File: config.mk
export PLATFORM = sky130hd
export DESIGN_NAME = uart_tx_feeder
export DESIGN_NICKNAME = d
export VERILOG_FILES = /design/src/rtl/uart_pkg.sv /design/src/rtl/sync_fifo.sv /design/src/rtl/uart_tx_feeder.sv
export SDC_FILE = /design/constraint.sdc
export NUM_CORES = 1
export LEC_CHECK = 0
export CAP_MARGIN = 20
export CORE_ASPECT_RATIO = 1.75
export CORE_MARGIN = 2
export CORE_UTILIZATION = 50
export CTS_CLUSTER_SIZE = 30
export DETAILED_ROUTE_END_ITERATION = 7
export PLACE_DENSITY = 0.8
export SYNTH_ARGS = -nofsm -noshare
export SYNTH_HDL_FRONTEND = slang
export SYNTH_SLANG_ARGS = --single-unit
export TNS_END_PERCENT = 50
File: constraint.sdc
create_clock -name sys_clk -period 2.85 [get_ports sys_clk]
set_input_delay 0.855 -clock sys_clk [delete_from_list [all_inputs] [get_ports sys_clk]]
set_output_delay 0.855 -clock sys_clk [all_outputs]
set_load 0.02 [all_outputs]
File: src/rtl/uart_pkg.sv
// -----------------------------------------------------------------------------
// uart_pkg
//   Shared constants and helpers for the UART transmit path.
//   - UART_FRAME_BITS : bits per frame (start + 8 data + stop)
//   - tx_state_t      : feeder FSM state encoding
//   - calc_bps_cnt    : sys_clk cycles per bit
//   - calc_frame_cyc  : sys_clk cycles per frame, including the idle guard
// -----------------------------------------------------------------------------
package uart_pkg;

  localparam int unsigned UART_FRAME_BITS = 10;

  typedef enum logic [1:0] {
    IDLE  = 2'd0,
    START = 2'd1,
    WAIT  = 2'd2
  } tx_state_t;

  function automatic int unsigned calc_bps_cnt(input int unsigned clk_fre,
                                               input int unsigned bps);
    return clk_fre / bps;
  endfunction

  function automatic int unsigned calc_frame_cyc(input int unsigned clk_fre,
                                                 input int unsigned bps,
                                                 input int unsigned guard_cyc);
    return UART_FRAME_BITS * calc_bps_cnt(clk_fre, bps) + guard_cyc;
  endfunction

endpackage

File: src/rtl/sync_fifo.sv
// -----------------------------------------------------------------------------
// sync_fifo
//   Single-clock FIFO with registered status flags.
//   clk, rst_n : clock, async active-low reset
//   push, din  : write strobe and data; dropped when full unless popping
//   pop        : read strobe; caller guarantees !empty
//   dout       : current head entry (valid while !empty)
//   full/empty : occupancy flags
//   count      : occupancy, 0..DEPTH
//   overflow   : one-cycle pulse when a push is dropped
// -----------------------------------------------------------------------------
module sync_fifo #(
  parameter int unsigned WIDTH = 8,
  parameter int unsigned DEPTH = 16
) (
  input  logic                     clk,
  input  logic                     rst_n,
  input  logic                     push,
  input  logic                     pop,
  input  logic [WIDTH-1:0]         din,
  output logic [WIDTH-1:0]         dout,
  output logic                     full,
  output logic                     empty,
  output logic [$clog2(DEPTH):0]   count,
  output logic                     overflow
);

  localparam int unsigned AW = $clog2(DEPTH);
  localparam logic [AW:0] DEPTH_V = (AW+1)'(DEPTH);

  logic [WIDTH-1:0] mem [DEPTH];
  logic [AW-1:0]    wr_ptr;
  logic [AW-1:0]    rd_ptr;
  logic             push_ok;
  logic             pop_ok;
  logic [AW:0]      count_d;

  // A pop in the same cycle frees a slot, so a push into a full FIFO is kept.
  assign pop_ok  = pop && !empty;
  assign push_ok = push && (!full || pop_ok);

  // Head is read straight from storage so the consumer can register it on
  // the same edge that pops it.
  assign dout = mem[rd_ptr];

  always_comb begin
    count_d = count;
    case ({push_ok, pop_ok})
      2'b10:   count_d = count + (AW+1)'(1);
      2'b01:   count_d = count - (AW+1)'(1);
      default: count_d = count;
    endcase
  end

  always_ff @(posedge clk) begin
    if (push_ok) mem[wr_ptr] <= din;
  end

  always_ff @(posedge clk or negedge rst_n) begin
    if (!rst_n) begin
      wr_ptr   <= '0;
      rd_ptr   <= '0;
      count    <= '0;
      full     <= 1'b0;
      empty    <= 1'b1;
      overflow <= 1'b0;
    end else begin
      if (push_ok) wr_ptr <= wr_ptr + AW'(1);
      if (pop_ok)  rd_ptr <= rd_ptr + AW'(1);
      count    <= count_d;
      full     <= (count_d == DEPTH_V);
      empty    <= (count_d == '0);
      overflow <= push && !push_ok;
    end
  end

endmodule

File: src/rtl/uart_tx_feeder.sv
// -----------------------------------------------------------------------------
// uart_tx_feeder
//   Byte FIFO plus pacing controller in front of a UART transmitter that has
//   no ready output. One byte is presented per frame period with a clean
//   EN_HOLD-cycle enable pulse and data held stable for the whole frame.
//   sys_clk, sys_rst_n : clock, async active-low reset
//   wr_en, wr_data     : push strobe and byte
//   full, empty        : FIFO status
//   fifo_cnt           : FIFO occupancy
//   overflow           : one-cycle pulse when a push is dropped
//   busy               : high from pop until the frame period ends
//   uart_tx_data       : byte presented to the transmitter
//   uart_tx_en         : transmit enable to the transmitter
// -----------------------------------------------------------------------------
module uart_tx_feeder
  import uart_pkg::*;
#(
  parameter int unsigned BPS       = 115200,
  parameter int unsigned CLK_FRE   = 5000000,
  parameter int unsigned DEPTH     = 16,
  parameter int unsigned EN_HOLD   = 4,
  parameter int unsigned GUARD_CYC = 4
) (
  input  logic                     sys_clk,
  input  logic                     sys_rst_n,
  input  logic                     wr_en,
  input  logic [7:0]               wr_data,
  output logic                     full,
  output logic                     empty,
  output logic [$clog2(DEPTH):0]   fifo_cnt,
  output logic                     overflow,
  output logic                     busy,
  output logic [7:0]               uart_tx_data,
  output logic                     uart_tx_en
);

  localparam int unsigned FRAME_CYC = calc_frame_cyc(CLK_FRE, BPS, GUARD_CYC);
  localparam int unsigned CNT_W     = $clog2(FRAME_CYC);

  tx_state_t        state;
  tx_state_t        state_d;
  logic [CNT_W-1:0] frame_cnt;
  logic [CNT_W-1:0] frame_cnt_d;
  logic [7:0]       tx_data_d;
  logic             tx_en_d;
  logic             busy_d;
  logic             pop;
  logic [7:0]       head;

  sync_fifo #(
    .WIDTH (8),
    .DEPTH (DEPTH)
  ) u_fifo (
    .clk      (sys_clk),
    .rst_n    (sys_rst_n),
    .push     (wr_en),
    .pop      (pop),
    .din      (wr_data),
    .dout     (head),
    .full     (full),
    .empty    (empty),
    .count    (fifo_cnt),
    .overflow (overflow)
  );

  always_ff @(posedge sys_clk or negedge sys_rst_n) begin
    if (!sys_rst_n) begin
      state        <= IDLE;
      frame_cnt    <= '0;
      uart_tx_data <= 8'h00;
      uart_tx_en   <= 1'b0;
      busy         <= 1'b0;
    end else begin
      state        <= state_d;
      frame_cnt    <= frame_cnt_d;
      uart_tx_data <= tx_data_d;
      uart_tx_en   <= tx_en_d;
      busy         <= busy_d;
    end
  end

  // The frame counter starts at the pop edge, so the frame period (pop to
  // return to IDLE) is FRAME_CYC cycles; the enable register lags the state
  // by one edge, which places the rising edge two edges after the push.
  always_comb begin
    state_d     = state;
    frame_cnt_d = frame_cnt;
    tx_data_d   = uart_tx_data;
    tx_en_d     = 1'b0;
    busy_d      = busy;
    pop         = 1'b0;
    case (state)
      IDLE: begin
        busy_d = 1'b0;
        if (!empty) begin
          pop         = 1'b1;
          tx_data_d   = head;
          busy_d      = 1'b1;
          frame_cnt_d = '0;
          state_d     = START;
        end
      end
      START: begin
        tx_en_d     = 1'b1;
        frame_cnt_d = frame_cnt + CNT_W'(1);
        if (frame_cnt == CNT_W'(EN_HOLD - 1)) state_d = WAIT;
      end
      WAIT: begin
        frame_cnt_d = frame_cnt + CNT_W'(1);
        if (frame_cnt == CNT_W'(FRAME_CYC - 1)) begin
          frame_cnt_d = frame_cnt;
          busy_d      = 1'b0;
          state_d     = IDLE;
        end
      end
      default: begin
        state_d = IDLE;
        busy_d  = 1'b0;
      end
    endcase
  end

endmodule

==> metrics.md <==
| Metric | Value |
|---|---|
| Setup TNS | `0 ns` |
| Switching share of power | `33.29%` |
| Clock latency at the later pin of the worst-skew pair | `~0.43 ns` |
| Worst hold path class | `reg -> reg` |
| Max cap viols | `0` |
| Number of primary I/O pins | `29` |
| Proportion of power drawn by flip-flops and latches | `38.5%` |
| Antenna diodes | `0` |
| Util after Layout | `around three fifths` |
| Initial DRT Pass Iterations | `5` |
| Area enclosed by the die boundary | `approximately 15000 um2` |
| Number of levels in the clock H-tree | `4` |
| Ratio of cells with drive above 1 in the final layout | `22.81%` |
| DRC violations left | `0` |
| Fmax | `approximately 0.37 GHz` |
| Cell area after synthesis | `about 7000 um2` |
| Post-layout nets | `482` |
| Buffer type at the clock tree root | `sky130_fd_sc_hd__clkbuf_16` |
| Synth cell types | `47` |
| Post-synthesis async set-or-reset flop share | `roughly 22%` |
| Detailed-route vias per instance | `between 5 and 6` |
| NetSw | `roughly 2.9 mW` |
| Final critical-path required period | `approximately 2.7 ns` |
| Overall fraction of global-route tracks in use | `a little under a fifth` |
| Number of max-slew violations in the final report | `0` |
| Clock input transition at the sequential cells of the worst setup and hold paths | `roughly 0.070 ns` |
| Cell repeated most along the worst path | `sky130_fd_sc_hd__ha_2` |
| Proportion of netlist area held by the largest area contributor | `between 50% and 60%` |
| Wire length per cell after detailed routing | `around 21 um` |
| Ranking of synthesized cells by area | `sky130_fd_sc_hd__edfxtp_1 (55%), sky130_fd_sc_hd__dfrtp_1 (13%), sky130_fd_sc_hd__mux4_1 (6.4%)` |
| Crit-path cells | `inv_2 -> ha_2 -> nand2b_2 -> a21boi_4 -> inv_2 -> ha_2 -> xor2_1 -> ha_2 -> o21ai_2 -> a21oi_1 -> nor4_2 -> xor2_1 -> nor3b_2` |
| Worst path top cell family by delay | `simple AND/OR/NAND/NOR gates` |
| Clk pwr share | `a little under a quarter` |
| Hold violation count in the final report | `0` |
| Hold-fix buffers, CTS | `0` |
| Critical path start-end classification | `reg -> reg` |
| Setup slack of the critical path after layout | `about 0.12 ns` |
| Area growth from synthesis to layout | `19.44%` |
| Number of buffers inserted during clock tree synthesis | `17` |
| Count of port buffers added during placement | `28` |
| Syn nets | `roughly 430` |
| Std-Cell Core Area | `~14000 um2` |
| Power density relative to cell area | `1042 nW/um2` |
| Maximum number of pins on one net before global-route repair | `38` |
| Mean instance size in the synthesized netlist | `roughly 18 um2` |
| IR Drop Worst-Case VDD | `about 540 uV` |
| Final Total Pwr | `~8.7 mW` |
| Crit-path max cell delay | `about 0.42 ns` |
| Worst slew slack as a fraction of its limit | `between 40% and 50%` |
| Total leakage power | `roughly 3 nW` |
| Initial Util | `around 50%` |
| Largest buffer count on any clock path | `2` |
| Slowest CP cell | `sky130_fd_sc_hd__dfrtp_1` |
| Post-detailed-route count of antenna-violating nets | `0` |
| Pin slew with the least headroom to its limit | `0.8131 ns` |
| Std cell rows | `57` |
| Total number of vias | `roughly 3700` |
| Category of the worst setup path launch point | `flip-flop` |
| Internal Dissipation | `5.805 mW` |
| Instance area after placement | `7729 um2` |
| GP Congestion | `about 0.73` |
| Clock Skews | `~0.012 ns` |
| Final non-filler cell area | `between 8000 and 9000 um2` |
| Number of filler instances in the final layout | `roughly 960` |
| Power share of the combinational group | `between 30% and 40%` |
| First-pass GRT wire length | `roughly 21000 um` |
| Detail Placement HPWL | `9147 um` |
| Count of yosys warnings during synthesis | `0` |
| Flip-flop and latch count after synthesis | `about 170` |
| Top FF cell, synth | `sky130_fd_sc_hd__edfxtp_1` |
| Cell count after synthesis | `about 400` |
| Via count of the first global-routing pass | `between 3000 and 4000` |
| Share of the cycle needed by the critical path after routing | `~96%` |
| Remaining Overflow, GRT | `0` |
| Die Span Y | `160.4 um` |
| Number of enable-type register cells in the synthesized netlist | `around 130` |
| Crit path arrival time | `roughly 3.1 ns` |
| Total wire length | `roughly 13000 um` |
| Sum of buffers and inverters on the critical path | `2` |
| Cell type with the largest total area after synthesis | `sky130_fd_sc_hd__edfxtp_1` |
| TritonCTS clock tree | `done` |
| Chip width | `about 93 um` |
| Crit path max fanout | `4` |
| Final setup violation count | `0` |
| Status | `finished, final reports clean` |
| Part of the Yosys area used for sequential elements | `between 60% and 70%` |
| TritonCTS Sinks | `approximately 170` |
| Crit path capture type | `flip-flop` |
| Worst slack after detailed placement | `-0.5189 ns` |
| Antenna violations before repair | `0` |
| 1st-iter DRT viols | `around 240` |
| Endpoint required time on the critical path | `approximately 3.2 ns` |
path summary, 6_finish.rpt:
| kind | cells after the start | from | slack (ns) | end |
|---|---|---|---|---|
| max | 13 | state[0] | 0.12 | u_fifo.full |
| min | 1 | busy | 0.51 | busy |
| max reg2reg | 13 | state[0] | 0.12 | u_fifo.full |
| min reg2reg | 1 | busy | 0.51 | busy |
| max in group asynchronous | 1 | sys_rst_n | 1.76 | u_fifo.rd_ptr[0] |
| min in group asynchronous | 1 | sys_rst_n | 0.52 | u_fifo.count[0] |
logic make-up after synthesis:
family | count (synthesis) | share of synthesized area (%)
compound gates | 42 | 4.261
xor+xnor | 11 | 1.379
simple gates | 83 | 6.803
buf+inv | 30 | 2.184
mux | 53 | 14.43
flops | 165 | 68.26
fa+ha+maj | 15 | 2.685
state kept, by name (all words and copies together) (netlist names):
signal           cells
u_fifo.wr_ptr        4
uart_tx_data         8
u_fifo.mem         128
u_fifo.overflow      1
u_fifo.rd_ptr        4
busy                 1
u_fifo.count         5
state                2
uart_tx_en           1
u_fifo.full          1
frame_cnt            9
u_fifo.empty         1
cell usage in the layout (no fill, tap or decap), drive strengths merged, types with 2 or more instances in the layout:
master	instances
edfxtp	128
dfrtp	36
buf	32
mux4	32
clkdlybuf4s50	26
nand2	18
clkbuf	17
inv	17
and2	15
ha	15
nor3	12
mux2	11
mux2i	10
o21ai	10
a21oi	9
xnor2	8
a221o	8
clkinv	7
and4	6
nand3	5
o31ai	5
nor2	4
nand3b	4
xor2	3
a21o	3
nand2b	3
nor3b	3
nor2b	2
and3	2
nand4	2
or2	2
worst register-to-register path, cell delays in order (launching register included):
cell	delay, ns
sky130_fd_sc_hd__dfrtp_1	0.42
sky130_fd_sc_hd__inv_2	0.10
sky130_fd_sc_hd__ha_2	0.21
sky130_fd_sc_hd__nand2b_2	0.11
sky130_fd_sc_hd__a21boi_4	0.18
sky130_fd_sc_hd__inv_2	0.06
sky130_fd_sc_hd__ha_2	0.18
sky130_fd_sc_hd__xor2_1	0.16
sky130_fd_sc_hd__ha_2	0.22
sky130_fd_sc_hd__o21ai_2	0.12
sky130_fd_sc_hd__a21oi_1	0.07
sky130_fd_sc_hd__nor4_2	0.32
sky130_fd_sc_hd__xor2_1	0.32
sky130_fd_sc_hd__nor3b_2	0.21
cell usage after synthesis, types with 2 or more instances:
cell                       count
sky130_fd_sc_hd__a21o_1        3
sky130_fd_sc_hd__a21oi_1       9
sky130_fd_sc_hd__a221o_1       8
sky130_fd_sc_hd__and2_1       15
sky130_fd_sc_hd__and3_1        2
sky130_fd_sc_hd__and4_1        6
sky130_fd_sc_hd__buf_1         3
sky130_fd_sc_hd__buf_2         4
sky130_fd_sc_hd__clkbuf_1     11
sky130_fd_sc_hd__dfrtp_1      36
sky130_fd_sc_hd__edfxtp_1    128
sky130_fd_sc_hd__ha_1         15
sky130_fd_sc_hd__inv_1         9
sky130_fd_sc_hd__mux2_2       11
sky130_fd_sc_hd__mux2i_1      10
sky130_fd_sc_hd__mux4_1       17
sky130_fd_sc_hd__mux4_2       15
sky130_fd_sc_hd__nand2_1      18
sky130_fd_sc_hd__nand2b_1      3
sky130_fd_sc_hd__nand3_1       5
sky130_fd_sc_hd__nand3b_1      4
sky130_fd_sc_hd__nand4_1       2
sky130_fd_sc_hd__nor2_1        4
sky130_fd_sc_hd__nor2b_1       2
sky130_fd_sc_hd__nor3_1       12
sky130_fd_sc_hd__nor3b_1       3
sky130_fd_sc_hd__o21ai_0      10
sky130_fd_sc_hd__o31ai_1       5
sky130_fd_sc_hd__or2_2         2
sky130_fd_sc_hd__xnor2_1       8
sky130_fd_sc_hd__xor2_1        3
power groups by stage:
| stage | logic, mW | registers [mW] | clock network [mW] |
|---|---|---|---|
| after floorplan | 2.10 | 3.38 | 0 |
| after CTS | 3.17 | 3.34 | 2.12 |
| after global placement | 3.00 | 3.36 | 0 |
| after detailed placement | 3.11 | 3.38 | 0 |
| after global routing | 3.55 | 3.39 | 2.22 |
| final | 3.27 | 3.35 | 2.08 |
metrics by stage:
stage,instances,hold WS [ns]
2_1_floorplan,399,0.4879
3_3_place_gp,611,0.4928
3_5_place_dp,611,0.4953
4_1_cts,643,0.5096
5_1_grt,646,0.5327
6_report,646,0.5069
repair_timing:
item                       CTS  global route
pin swaps                    0             3
setup endpoints to repair    2             2
setup buffers                0             3
resized for setup            4            14
metal layers:
layer	track usage [%]	up-vias	part of all wire [%]
li1	-	1699	-
met3	4.409	24	2.6
met5	0	-	0
met1	19.14	1878	36
met2	36.30	72	59
met4	7.888	0	2.2
final cells by class:
cell class                 instances  area (um2)  share of cell area [%]
clock buffer                      17       425.4                   5.096
clock inverter                    15       116.4                   1.394
sequential                       165        4772                   57.16
multi-input combinational        204        2118                   25.37
timing repair buffer              59       660.6                   7.914
tap                              177       221.5                   2.653
inverter                           9       33.78                  0.4047
No activity file was read; power rests on OpenSTA's default activity.
